## src/rtl/grid_serial_host.sv

```systemverilog
// Host-side driver for the grid memory's serial link: turns load/step/read
// commands into LOAD_MODE/RUN_MODE/OUTPUT_MODE pin sequences and returns one response per command.
module grid_serial_host #(
  parameter int data_size  = 64,
  parameter int step_width = 16
) (
  input  logic                  CLK,
  input  logic                  RESET,
  input  logic                  CMD_VALID,
  output logic                  CMD_READY,
  input  logic [1:0]            CMD_OP,
  input  logic [data_size-1:0]  CMD_DATA,
  input  logic [step_width-1:0] CMD_STEPS,
  output logic                  RSP_VALID,
  output logic                  RSP_ERR,
  output logic [data_size-1:0]  RSP_DATA,
  output logic                  SERIAL_TX,
  input  logic                  SERIAL_RX,
  output logic                  LOAD_MODE,
  output logic                  RUN_MODE,
  output logic                  OUTPUT_MODE,
  output logic [2:0]            DBG_STATE
);

  // Handshake: a command transfers on a rising CLK edge where CMD_VALID and
  // CMD_READY are both high; CMD_READY is high only while idle, and the
  // response is a single RSP_VALID pulse that the consumer cannot stall.

  localparam int BIT_W = $clog2(data_size + 1);
  localparam int CNT_W = (step_width > BIT_W) ? step_width : BIT_W;

  localparam logic [2:0] S_IDLE = 3'd0;
  localparam logic [2:0] S_LOAD = 3'd1;
  localparam logic [2:0] S_STEP = 3'd2;
  localparam logic [2:0] S_READ = 3'd3;
  localparam logic [2:0] S_RESP = 3'd4;

  localparam logic [1:0] OP_LOAD = 2'b00;
  localparam logic [1:0] OP_STEP = 2'b01;
  localparam logic [1:0] OP_READ = 2'b10;

  localparam logic [CNT_W-1:0] C_ZERO     = '0;
  localparam logic [CNT_W-1:0] C_ONE      = CNT_W'(1);
  localparam logic [CNT_W-1:0] C_LAST_BIT = CNT_W'(data_size - 1);
  localparam logic [CNT_W-1:0] C_ALL_BITS = CNT_W'(data_size);

  logic [2:0]           r_state;
  logic [CNT_W-1:0]     r_cnt;
  logic [data_size-1:0] r_shift;
  logic [data_size-1:0] r_cap;
  logic                 r_cmd_ready;
  logic                 r_rsp_valid;
  logic                 r_rsp_err;
  logic [data_size-1:0] r_rsp_data;
  logic                 r_tx;
  logic                 r_load_mode;
  logic                 r_run_mode;
  logic                 r_output_mode;

  logic                 w_accept;
  logic [data_size-1:0] w_cap_next;

  assign w_accept   = CMD_VALID & r_cmd_ready;
  assign w_cap_next = {r_cap[data_size-2:0], SERIAL_RX};

  always_ff @(posedge CLK or posedge RESET) begin
    if (RESET) begin
      r_state       <= S_IDLE;
      r_cnt         <= '0;
      r_shift       <= '0;
      r_cap         <= '0;
      r_cmd_ready   <= 1'b0;
      r_rsp_valid   <= 1'b0;
      r_rsp_err     <= 1'b0;
      r_rsp_data    <= '0;
      r_tx          <= 1'b0;
      r_load_mode   <= 1'b0;
      r_run_mode    <= 1'b0;
      r_output_mode <= 1'b0;
    end else begin
      case (r_state)
        S_IDLE: begin
          if (w_accept) begin
            r_cmd_ready <= 1'b0;
            case (CMD_OP)
              OP_LOAD: begin
                // First bit goes out in the cycle right after accept, MSB first.
                r_state     <= S_LOAD;
                r_load_mode <= 1'b1;
                r_tx        <= CMD_DATA[data_size-1];
                r_shift     <= CMD_DATA << 1;
                r_cnt       <= C_LAST_BIT;
              end
              OP_STEP: begin
                if (CMD_STEPS == '0) begin
                  r_state     <= S_RESP;
                  r_rsp_valid <= 1'b1;
                end else begin
                  r_state    <= S_STEP;
                  r_run_mode <= 1'b1;
                  r_cnt      <= CNT_W'(CMD_STEPS) - C_ONE;
                end
              end
              OP_READ: begin
                r_state       <= S_READ;
                r_output_mode <= 1'b1;
                r_cnt         <= C_ALL_BITS;
              end
              default: begin
                r_state     <= S_RESP;
                r_rsp_valid <= 1'b1;
                r_rsp_err   <= 1'b1;
              end
            endcase
          end else begin
            r_cmd_ready <= 1'b1;
          end
        end

        S_LOAD: begin
          if (r_cnt == C_ZERO) begin
            r_state     <= S_RESP;
            r_load_mode <= 1'b0;
            r_tx        <= 1'b0;
            r_rsp_valid <= 1'b1;
          end else begin
            r_tx    <= r_shift[data_size-1];
            r_shift <= r_shift << 1;
            r_cnt   <= r_cnt - C_ONE;
          end
        end

        S_STEP: begin
          if (r_cnt == C_ZERO) begin
            r_state     <= S_RESP;
            r_run_mode  <= 1'b0;
            r_rsp_valid <= 1'b1;
          end else begin
            r_cnt <= r_cnt - C_ONE;
          end
        end

        S_READ: begin
          // SERIAL_RX trails OUTPUT_MODE by a cycle, so sampling starts one
          // edge late and runs one edge past the last OUTPUT_MODE cycle.
          if (r_cnt != C_ALL_BITS) begin
            r_cap <= w_cap_next;
          end
          if (r_cnt == C_ONE) begin
            r_output_mode <= 1'b0;
          end
          if (r_cnt == C_ZERO) begin
            r_state     <= S_RESP;
            r_rsp_data  <= w_cap_next;
            r_rsp_valid <= 1'b1;
          end else begin
            r_cnt <= r_cnt - C_ONE;
          end
        end

        S_RESP: begin
          r_state     <= S_IDLE;
          r_rsp_valid <= 1'b0;
          r_rsp_err   <= 1'b0;
          r_cmd_ready <= 1'b1;
        end

        default: begin
          r_state       <= S_IDLE;
          r_cmd_ready   <= 1'b0;
          r_rsp_valid   <= 1'b0;
          r_rsp_err     <= 1'b0;
          r_tx          <= 1'b0;
          r_load_mode   <= 1'b0;
          r_run_mode    <= 1'b0;
          r_output_mode <= 1'b0;
        end
      endcase
    end
  end

  assign CMD_READY   = r_cmd_ready;
  assign RSP_VALID   = r_rsp_valid;
  assign RSP_ERR     = r_rsp_err;
  assign RSP_DATA    = r_rsp_data;
  assign SERIAL_TX   = r_tx;
  assign LOAD_MODE   = r_load_mode;
  assign RUN_MODE    = r_run_mode;
  assign OUTPUT_MODE = r_output_mode;
  assign DBG_STATE   = r_state;

endmodule

```

## config.mk

```make
export PLATFORM = sky130hd
export DESIGN_NAME = grid_serial_host
export DESIGN_NICKNAME = d
export VERILOG_FILES = /design/src/rtl/grid_serial_host.sv
export SDC_FILE = /design/constraint.sdc
export NUM_CORES = 1
export LEC_CHECK = 0
export CAP_MARGIN = 0
export CORE_AREA = 3 3 113 159
export CTS_CLUSTER_SIZE = 12
export DETAILED_ROUTE_END_ITERATION = 7
export DIE_AREA = 0 0 116 162
export GPL_TIMING_DRIVEN = 1
export PLACE_DENSITY = 0.85
export SLEW_MARGIN = 20
export SYNTH_ARGS = -nofsm -noshare
export SYNTH_HDL_FRONTEND = slang
export SYNTH_SLANG_ARGS = --single-unit
```

## constraint.sdc

```tcl
create_clock -name CLK -period 14.09 [get_ports CLK]
set_clock_uncertainty 0.2 [all_clocks]
set_input_delay 2.818 -clock CLK [delete_from_list [all_inputs] [get_ports CLK]]
set_output_delay 2.818 -clock CLK [all_outputs]
set_load 0.02 [all_outputs]
```

# Word level (Yosys, flattened, before mapping)
# Index checks and enable logic that the tools add are counted.
# classes
add_sub_neg,2
multipliers,0
div_mod_pow,0
n_lt_le_gt_ge,0
eq_ne,24
n_shift,0
muxes,40
bitwise_logic,5
n_reduce_logical,23
# ops
operator,n
$mux 64,3
$pmux 64 s2,1
$mux 16,3
$pmux 16 s3,1
$logic_not 16->1,2
$pmux 16 s2,1
$sub 16x1->16 const B,2
$mux 1,18
$ne 2x2->1 const B,9
$eq 16x1->1 const B,1
$ne 16x7->1 const B,1
$reduce_and 4->1,4
$pmux 1 s3,5
$reduce_or 3->1,5
$reduce_and 5->1,2
$mux 3,3
$pmux 3 s3,1
$ne 2x1->1 const B,4
$eq 3x2->1 const B,2
$ne 3x3->1 const B,2
$pmux 1 s2,3
$pmux 3 s2,1
$reduce_and 2->1,3
$reduce_and 3->1,2
11 further kinds,15
# word_totals
ff_bits,217
latchBits,0
ramBits,0
romBits,0
input_bits,86
output_inout_bits,74
word_cells,106
memories,0

# Depth between registers and ports, before layout
# Gate-level depths: netlist of the first run.
# depth
depth_word,5
depth_mapped,9
ltp_nobuf,7

# Worst setup path before layout of the first run
# No wires, ideal clock.
# synth_timing
path_kind,input -> register
startpoint,input port CMD_STEPS[3]
endpoint,register r_state[1] (netlist: DBG_STATE[1])
arrival_time_ns,4.591
required_time_ns,13.754
path_slack_ns,9.163
stages,5
path_buffers,0
cell_sequence,or4_1 or4_1 o41ai_1 mux2_2 o41ai_1
# synth_via
elab_chain_cells,5
# synth_rtl
item,line,source
start: declaration,13,"input logic [step_width-1:0] CMD_STEPS,"
$logic_not 16->1,95,if (CMD_STEPS == '0) begin
$mux 3,95,
$pmux 3 s3,85,case (CMD_OP)
$mux 3,83,if (w_accept) begin
$pmux 3 s2,81,case (r_state)
end signal: assignment,88,r_state <= S_LOAD;
end signal: assignment,96,r_state <= S_RESP;
end signal: assignment,99,r_state <= S_STEP;
end: declaration,47,logic [2:0] r_state;
# Every way passes these cells. The select of a mux whose other input is x is not followed.
# A chain may end at the register's enable or synchronous reset.

# Worst setup path after layout of the first run
# layout_timing
startpoint,input port CMD_OP[1]
endpoint,register r_cnt[5]
# layout_via
elab_chain_cells,4
# layout_rtl
item,line,source
start: declaration,11,"input logic [1:0] CMD_OP,"
"$eq 2x2->1, or another cell as far along",85,
$pmux 16 s3,85,
$mux 16,83,
$pmux 16 s2,81,
end signal: assignment,101,r_cnt <= CNT_W'(CMD_STEPS) - C_ONE;
end signal: assignment,129,r_cnt <= r_cnt - C_ONE;
end signal: assignment,139,r_cnt <= r_cnt - C_ONE;
end: declaration,48,logic [CNT_W-1:0] r_cnt;
# Parallel ways exist; a longest one is shown, timed or not. The select of a mux whose other input is x is not followed.

==> flow_summary.toml, run 1 <==
[route]
wl_um = 20930
wire_per_inst_um = 18.26
drt_iter0_markers = 496
vias = 6637
ant_nets = 0
drc = 0
vias_per_cell = 5.791
drt_pass1_iterations = 5

[critical_path]
cpMostUsedCell = "o21ai_0"
cpPeakStageDelay_ns = 0.64
cp_num_buf_inv = 2
path_max_fanout = 32
critPathSlowestCell = "or4b_2"
crit_chain = "clkdlybuf4s50_1 > inv_1 > ha_1 > or4b_2 > or3_1 > o221ai_4 > o21ai_0 > o21ai_0"
criticalPathCategory = "in2reg"
cp_top_family = "simple AND/OR/NAND/NOR gates"
critPathCaptureType = "flip-flop"
cp.required_ns = 14.28
start_kind = "primary input"
cp.arrival_ns = 5.69

[sta]
rsz0062_at_grt = "no"
setup_tns_ns = 0
max_clock_freq_mhz = 181.8
relSlewSlack = 0.3633
fin_crit_sh = 0.3904
whs_ns = 0.2899
tightestPinTransition_ns = 0.9551
finalHoldViolCount = 0
fin_crit_ns = 5.500
drv_slew = 0
fin_ws_ns = 8.590
finalSetupViolCount = 0

[cells_and_area]
drive_gt1_frac = 0.1794
area_delta_synth_final_pct = 24.36
fill_cells = 1183
num-nets-final = 1027
final_common_cell = "dfrtp_1"
regArea_um2 = 5409
layout_common_cells = "215 x dfrtp_1, 159 x clkdlybuf4s50_1, 125 x mux2_2, 84 x nor2_1, 80 x a21oi_1"
multi_input_area_um2 = 3931

[power]
p_leak_nw = 5.255
p_clk_frac = 0.259
p_sw_frac = 0.3390
internal-power_mw = 1.332
combinationalPowerShare = 0.310
seq_power_share = 0.432
power.switching_mw = 0.6829
power_density_nw_per_um2 = 168.7
peakVddDrop_mv = 0.1131

[synthesis]
synth_mux_area_frac = 0.2159
synth-compound-area-share = 0.09264
synthAdderAreaFrac = 0.01042
synth_top_family_by_area = "multiplexers"
yosys-top-cells-area = "dfrtp_1 56%, mux2_2 15%, mux2i_1 6.5%"
synth.distinct_cells = 54
syn-num-nets = 888
synth_xor_area_frac = 0.008208
synth_seq_cells = 216
synth_simple_gate_area_frac = 0.07987
synth_edf_count = 0
synth_seq_area_share = 0.5629
yosys_most_used_dff = "dfrtp_1"
avgSynthCellArea_um2 = 12.09
yosys.area.top_type = "dfrtp_1"
yosysWarnings = 0
synth_area_um2 = 9603
netlist_instances = 794
async_flop_share = 1.000
synth_top_area_share = 0.5629

[placement]
pre_cts_ws_ns = 8.132
io_buffers = 159
place.gp.congestion = 0.8717
dp_hpwl_um = 13950

[die]
start_util = 0.5759
dieArea_um2 = 18790
die_height_um = 162
coreArea_um2 = 16680
io_pins = 160
dieWidth_um = 116
rows = 56

[clock_network]
clock_sinks = 216
numCtsBuffers = 22
cts.clk_slew.worst_paths_ns = 0.06
clock_latency_ns = 0.49
clk_path_buf_depth = 3
h-tree-depth = 1
cts_resized = 0
cts-root-buf = "clkbuf_16"
postCtsSetupBuffers = 0
cts_tree = "built"
cts_hold_buf = 0

[global_route]
antenna_found_initial = 1
grt_usage = 0.2222
grt_max_degree = 142
grt_pass1_wl_um = 33710
grt_pass1_vias = 6715
global_route.usage.met2 = 0.3895
top_usage_layer = "met2"
grt_use_met3 = 0.04659
groute.layer.met1.usage = 0.2704
overflow = 0

[min_path]
hold_class = "reg2reg"

[status]
outcome = "finished clean"

[job]
drv_cap = 0
-- sequential cells by signal, summed over array words and instances (netlist names) --
name and count:
r_shift 63, RSP_DATA 64, RSP_ERR 1, CMD_READY 1, RUN_MODE 1, OUTPUT_MODE 1
DBG_STATE 3, r_cnt 16, RSP_VALID 1, LOAD_MODE 1, SERIAL_TX 1, r_cap 63
-- through the flow --
stage / cell area [um2] / cells / power [mW] / util
6_report: 11940 / 1146 / 2.015 / 0.7162
5_1_grt: 11940 / 1146 / 2.137 / 0.7162
4_1_cts: 11910 / 1144 / 2.029 / 0.7141
3_5_place_dp: 11280 / 1111 / 1.499 / 0.6762
3_3_place_gp: 11280 / 1111 / 1.472 / 0.6762
2_1_floorplan: 9603 / 794 / 1.332 / -
-- kinds of logic (layout without fill, tap and decap cells) --
| family | Yosys count | in the layout |
|---|---|---|
| flip-flops | 216 | 216 |
| multiplexers | 191 | 191 |
| AND/OR/NAND/NOR | 156 | 156 |
| AO/OA/AOI/OAI | 152 | 152 |
| buffers and inverters | 62 | 210 |
| XOR/XNOR | 9 | 9 |
| adder cells (fa/ha/maj) | 8 | 8 |
| other | 0 | 1 |
-- final timing paths --
| path | cells past startpoint | endpoint | slack [ns] | start |
|---|---|---|---|---|
| setup / recovery | 8 | r_cnt[5] | 8.59 | CMD_OP[1] |
| hold / removal | 2 | SERIAL_TX | 0.29 | SERIAL_TX |
| setup reg to reg | 7 | RSP_DATA[35] | 10.60 | r_cnt[0] |
| hold reg to reg | 2 | SERIAL_TX | 0.29 | SERIAL_TX |
| max in group asynchronous | 3 | DBG_STATE[0] | 9.38 | RESET |
| min in group asynchronous | 2 | r_cap[8] | 2.73 | RESET |
-- layer usage --
layer | part of all wire | wire (um)
met5 | 0 | 0
met4 | 0.030 | 619
met3 | 0.054 | 1122
met2 | 0.53 | 11120
met1 | 0.39 | 8068
-- worst register-to-register path, delay by kind of cell (launching register included) --
kind          cells  cell delay (ns)
mux               1             0.41
simple gates      3             1.73
buf+inv           2             0.45
flops             1             0.42
fa+ha+maj         1             0.16
-- cell type report --
type | instances | share of cell area
clock buffer | 33 | 0.05301
inverter | 12 | 0.004400
timing repair buffer | 165 | 0.1390
antenna | 1 | 0.0002095
sequential | 216 | 0.4529
multi-input combinational | 516 | 0.3292
tap | 203 | 0.02127
-- synthesized netlist by cell type (3+ instances only) --
library cell and instances:
buf_6 6, ha_1 8, o41ai_1 3, or4_1 9, or3_1 6, clkbuf_1 38
o21ai_0 33, nand2_1 11, a31oi_1 3, a21oi_1 82, nor2_1 84, a22oi_1 9
mux2i_1 62, nor4_1 11, nor2b_1 3, or2_2 3, nor3_1 12, dfrtp_1 216
xor2_1 7, inv_1 12, mux2_2 125, mux2_1 4
-- power by group through the flow --
| stage | logic (mW) | clock network, mW | registers, mW |
|---|---|---|---|
| detailed placement | 0.623 | 0 | 0.876 |
| global route | 0.691 | 0.558 | 0.887 |
| global placement | 0.601 | 0 | 0.871 |
| CTS | 0.625 | 0.535 | 0.869 |
| floorplan | 0.487 | 0 | 0.845 |
| finish | 0.624 | 0.521 | 0.870 |
Power figures use the tool's default switching activity.
==> run 2: changes to the inputs <==
--- a/config.mk
+++ b/config.mk
@@ -6,12 +6,12 @@
 export NUM_CORES = 1
 export LEC_CHECK = 0
 export CAP_MARGIN = 0
-export CORE_AREA = 3 3 113 159
+export CORE_AREA = 3 3 124 174
 export CTS_CLUSTER_SIZE = 12
 export DETAILED_ROUTE_END_ITERATION = 7
-export DIE_AREA = 0 0 116 162
+export DIE_AREA = 0 0 127 177
 export GPL_TIMING_DRIVEN = 1
-export PLACE_DENSITY = 0.85
+export PLACE_DENSITY = 0.75
 export SLEW_MARGIN = 20
 export SYNTH_ARGS = -nofsm -noshare
 export SYNTH_HDL_FRONTEND = slang
==> constraint.sdc (replaced) <==
create_clock -name CLK -period 4.9 [get_ports CLK]
set_clock_uncertainty 0.2 [all_clocks]
set_input_delay 0.98 -clock CLK [delete_from_list [all_inputs] [get_ports CLK]]
set_output_delay 0.98 -clock CLK [all_outputs]
set_load 0.02 [all_outputs]
==> run 2 against run 1 <==
Effect of this change:
- worst setup slack got worse by 7.3 ns
- via count down 1.4%
- clock-buffer cell count decreased by 4
- total power rose to 2.9 times the previous value
- hold slack better by 0.0074 ns
- register-to-register slack got worse by 9.3 ns
- die area grew 20%
- global-route usage down 3.8 points
- final cell count rose by 4.4%
- sequential share of layout area shrank 0.47 points
- clock power rose to 2.9 times the previous value
==> flow_summary.toml, run 2 (synthesis results as in run 1) <==
[critical_path]
ff2ff_setup_slack_ns = 1.33
critPathCaptureType = "flip-flop"
criticalPathCategory = "in2reg"
cp.required_ns = 5.09
path_max_fanout = 32
timing.rr.start = "r_cnt[0]"
start_kind = "primary input"
r2r_cells = 7
cp.arrival_ns = 3.85
rr_endpoint = "RSP_DATA[57]"

[cells_and_area]
fill_cells = 1658
drive_gt1_frac = 0.1845
area_delta_synth_final_pct = 25.68
largest_reg_flops = 64
final_cell_area_um2 = 12070
num-nets-final = 1030
final_core_util = 0.6036
layout_common_cells = "215 x dfrtp_1, 159 x clkdlybuf4s50_1, 125 x mux2_2, 84 x nor2_1, 80 x a21oi_1"
regArea_um2 = 5409
final_common_cell = "dfrtp_1"
multi_input_area_um2 = 3931

[route]
drt_iter0_markers = 455
vias = 6544
drc = 0
wire_per_inst_um = 17.40
ant_nets = 0
vias_per_cell = 5.472
drt_pass1_iterations = 5
wl_um = 20810

[sta]
finalSetupViolCount = 0
rsz0062_at_grt = "no"
drv_slew = 0
fin_crit_sh = 0.7461
setup_tns_ns = 0
tightestPinTransition_ns = 0.9183
relSlewSlack = 0.3792
whs_ns = 0.2973
fin_crit_ns = 3.656
max_clock_freq_mhz = 273.5
finalHoldViolCount = 0

[power]
power_density_nw_per_um2 = 481.8
p_leak_nw = 5.282
p_total_mw = 5.815
peakVddDrop_mv = 0.2964

[min_path]
hold_path.startpoint = "RSP_DATA[49]"
hold_class = "reg2reg"
hold_depth = 1
hold_end = "RSP_DATA[49]"

[clock_network]
cts.clk_slew.worst_paths_ns = 0.06
postCtsSetupBuffers = 0
clock_latency_ns = 0.50
cts_tree = "built"
cts_resized = 0
cts_hold_buf = 0
clk_path_buf_depth = 3
cts-root-buf = "clkbuf_16"
numCtsBuffers = 22
h-tree-depth = 1
clock_sinks = 216

[placement]
placedInstanceArea_um2 = 11420
io_buffers = 159
place.gp.congestion = 0.8987
dp_hpwl_um = 14220

[die]
coreArea_um2 = 20000
rows = 61
dieArea_um2 = 22480
dieWidth_um = 127
io_pins = 160
start_util = 0.4802
die_height_um = 177

[job]
drv_cap = 0

[global_route]
overflow = 0
grt_max_degree = 101
grt_usage = 0.1842
antenna_found_initial = 1
grt_pass1_wl_um = 34310
grt_pass1_vias = 6713

[status]
outcome = "finished clean"
==> run 2: cell type report <==
class,count,area share
repair buffers,168,0.1437
flip-flops and latches,216,0.4482
clock buffers,29,0.05028
well taps,252,0.02612
clock inverters,2,0.001762
diodes,1,0.0002073
inverters,12,0.004043
multi-input cells,516,0.3257
==> run 2: per-stage QoR <==
stage | setup WS, ns | std cells
floorplan | 0.9079 | 794
global placement | 0.9043 | 1163
finish | 1.244 | 1196
detailed placement | 0.7673 | 1163
CTS | 1.266 | 1194
global route | 1.048 | 1196
==> run 2: worst max path at each step <==
stage	start	endpoint	slack (ns)	cells after the start
4_1_cts	CMD_OP[1]	r_cnt[11]	1.27	8
5_1_grt	CMD_OP[1]	r_cnt[11]	1.05	8
2_1_floorplan	RESET	CMD_READY	0.91	1
6_report	CMD_OP[1]	r_cnt[11]	1.24	8
3_3_place_gp	CMD_OP[1]	r_cnt[7]	0.90	8
3_5_place_dp	CMD_OP[1]	r_cnt[11]	0.77	8
==> run 2: critical path, cell delays in order <==
cell and delay [ns]:
clkdlybuf4s50_1 0.45, inv_1 0.12, ha_1 0.40, or4b_2 0.64, or3_1 0.37, o221ai_4 0.55, o21ai_0 0.20, o21ai_0 0.13
==> run 2: per-layer routing <==
metal,part of all wire,global-route usage
met1,0.41,0.2312
met3,0.045,0.03412
met2,0.52,0.3249
met5,0,0
met4,0.020,0.05322
==> run 2: power by group <==
part / switching, mW / internal (mW) / leakage (nW)
registers: 0.331 / 2.18 / 2.79
clock network: 0.649 / 0.859 / 0.308
logic: 1.02 / 0.784 / 2.19
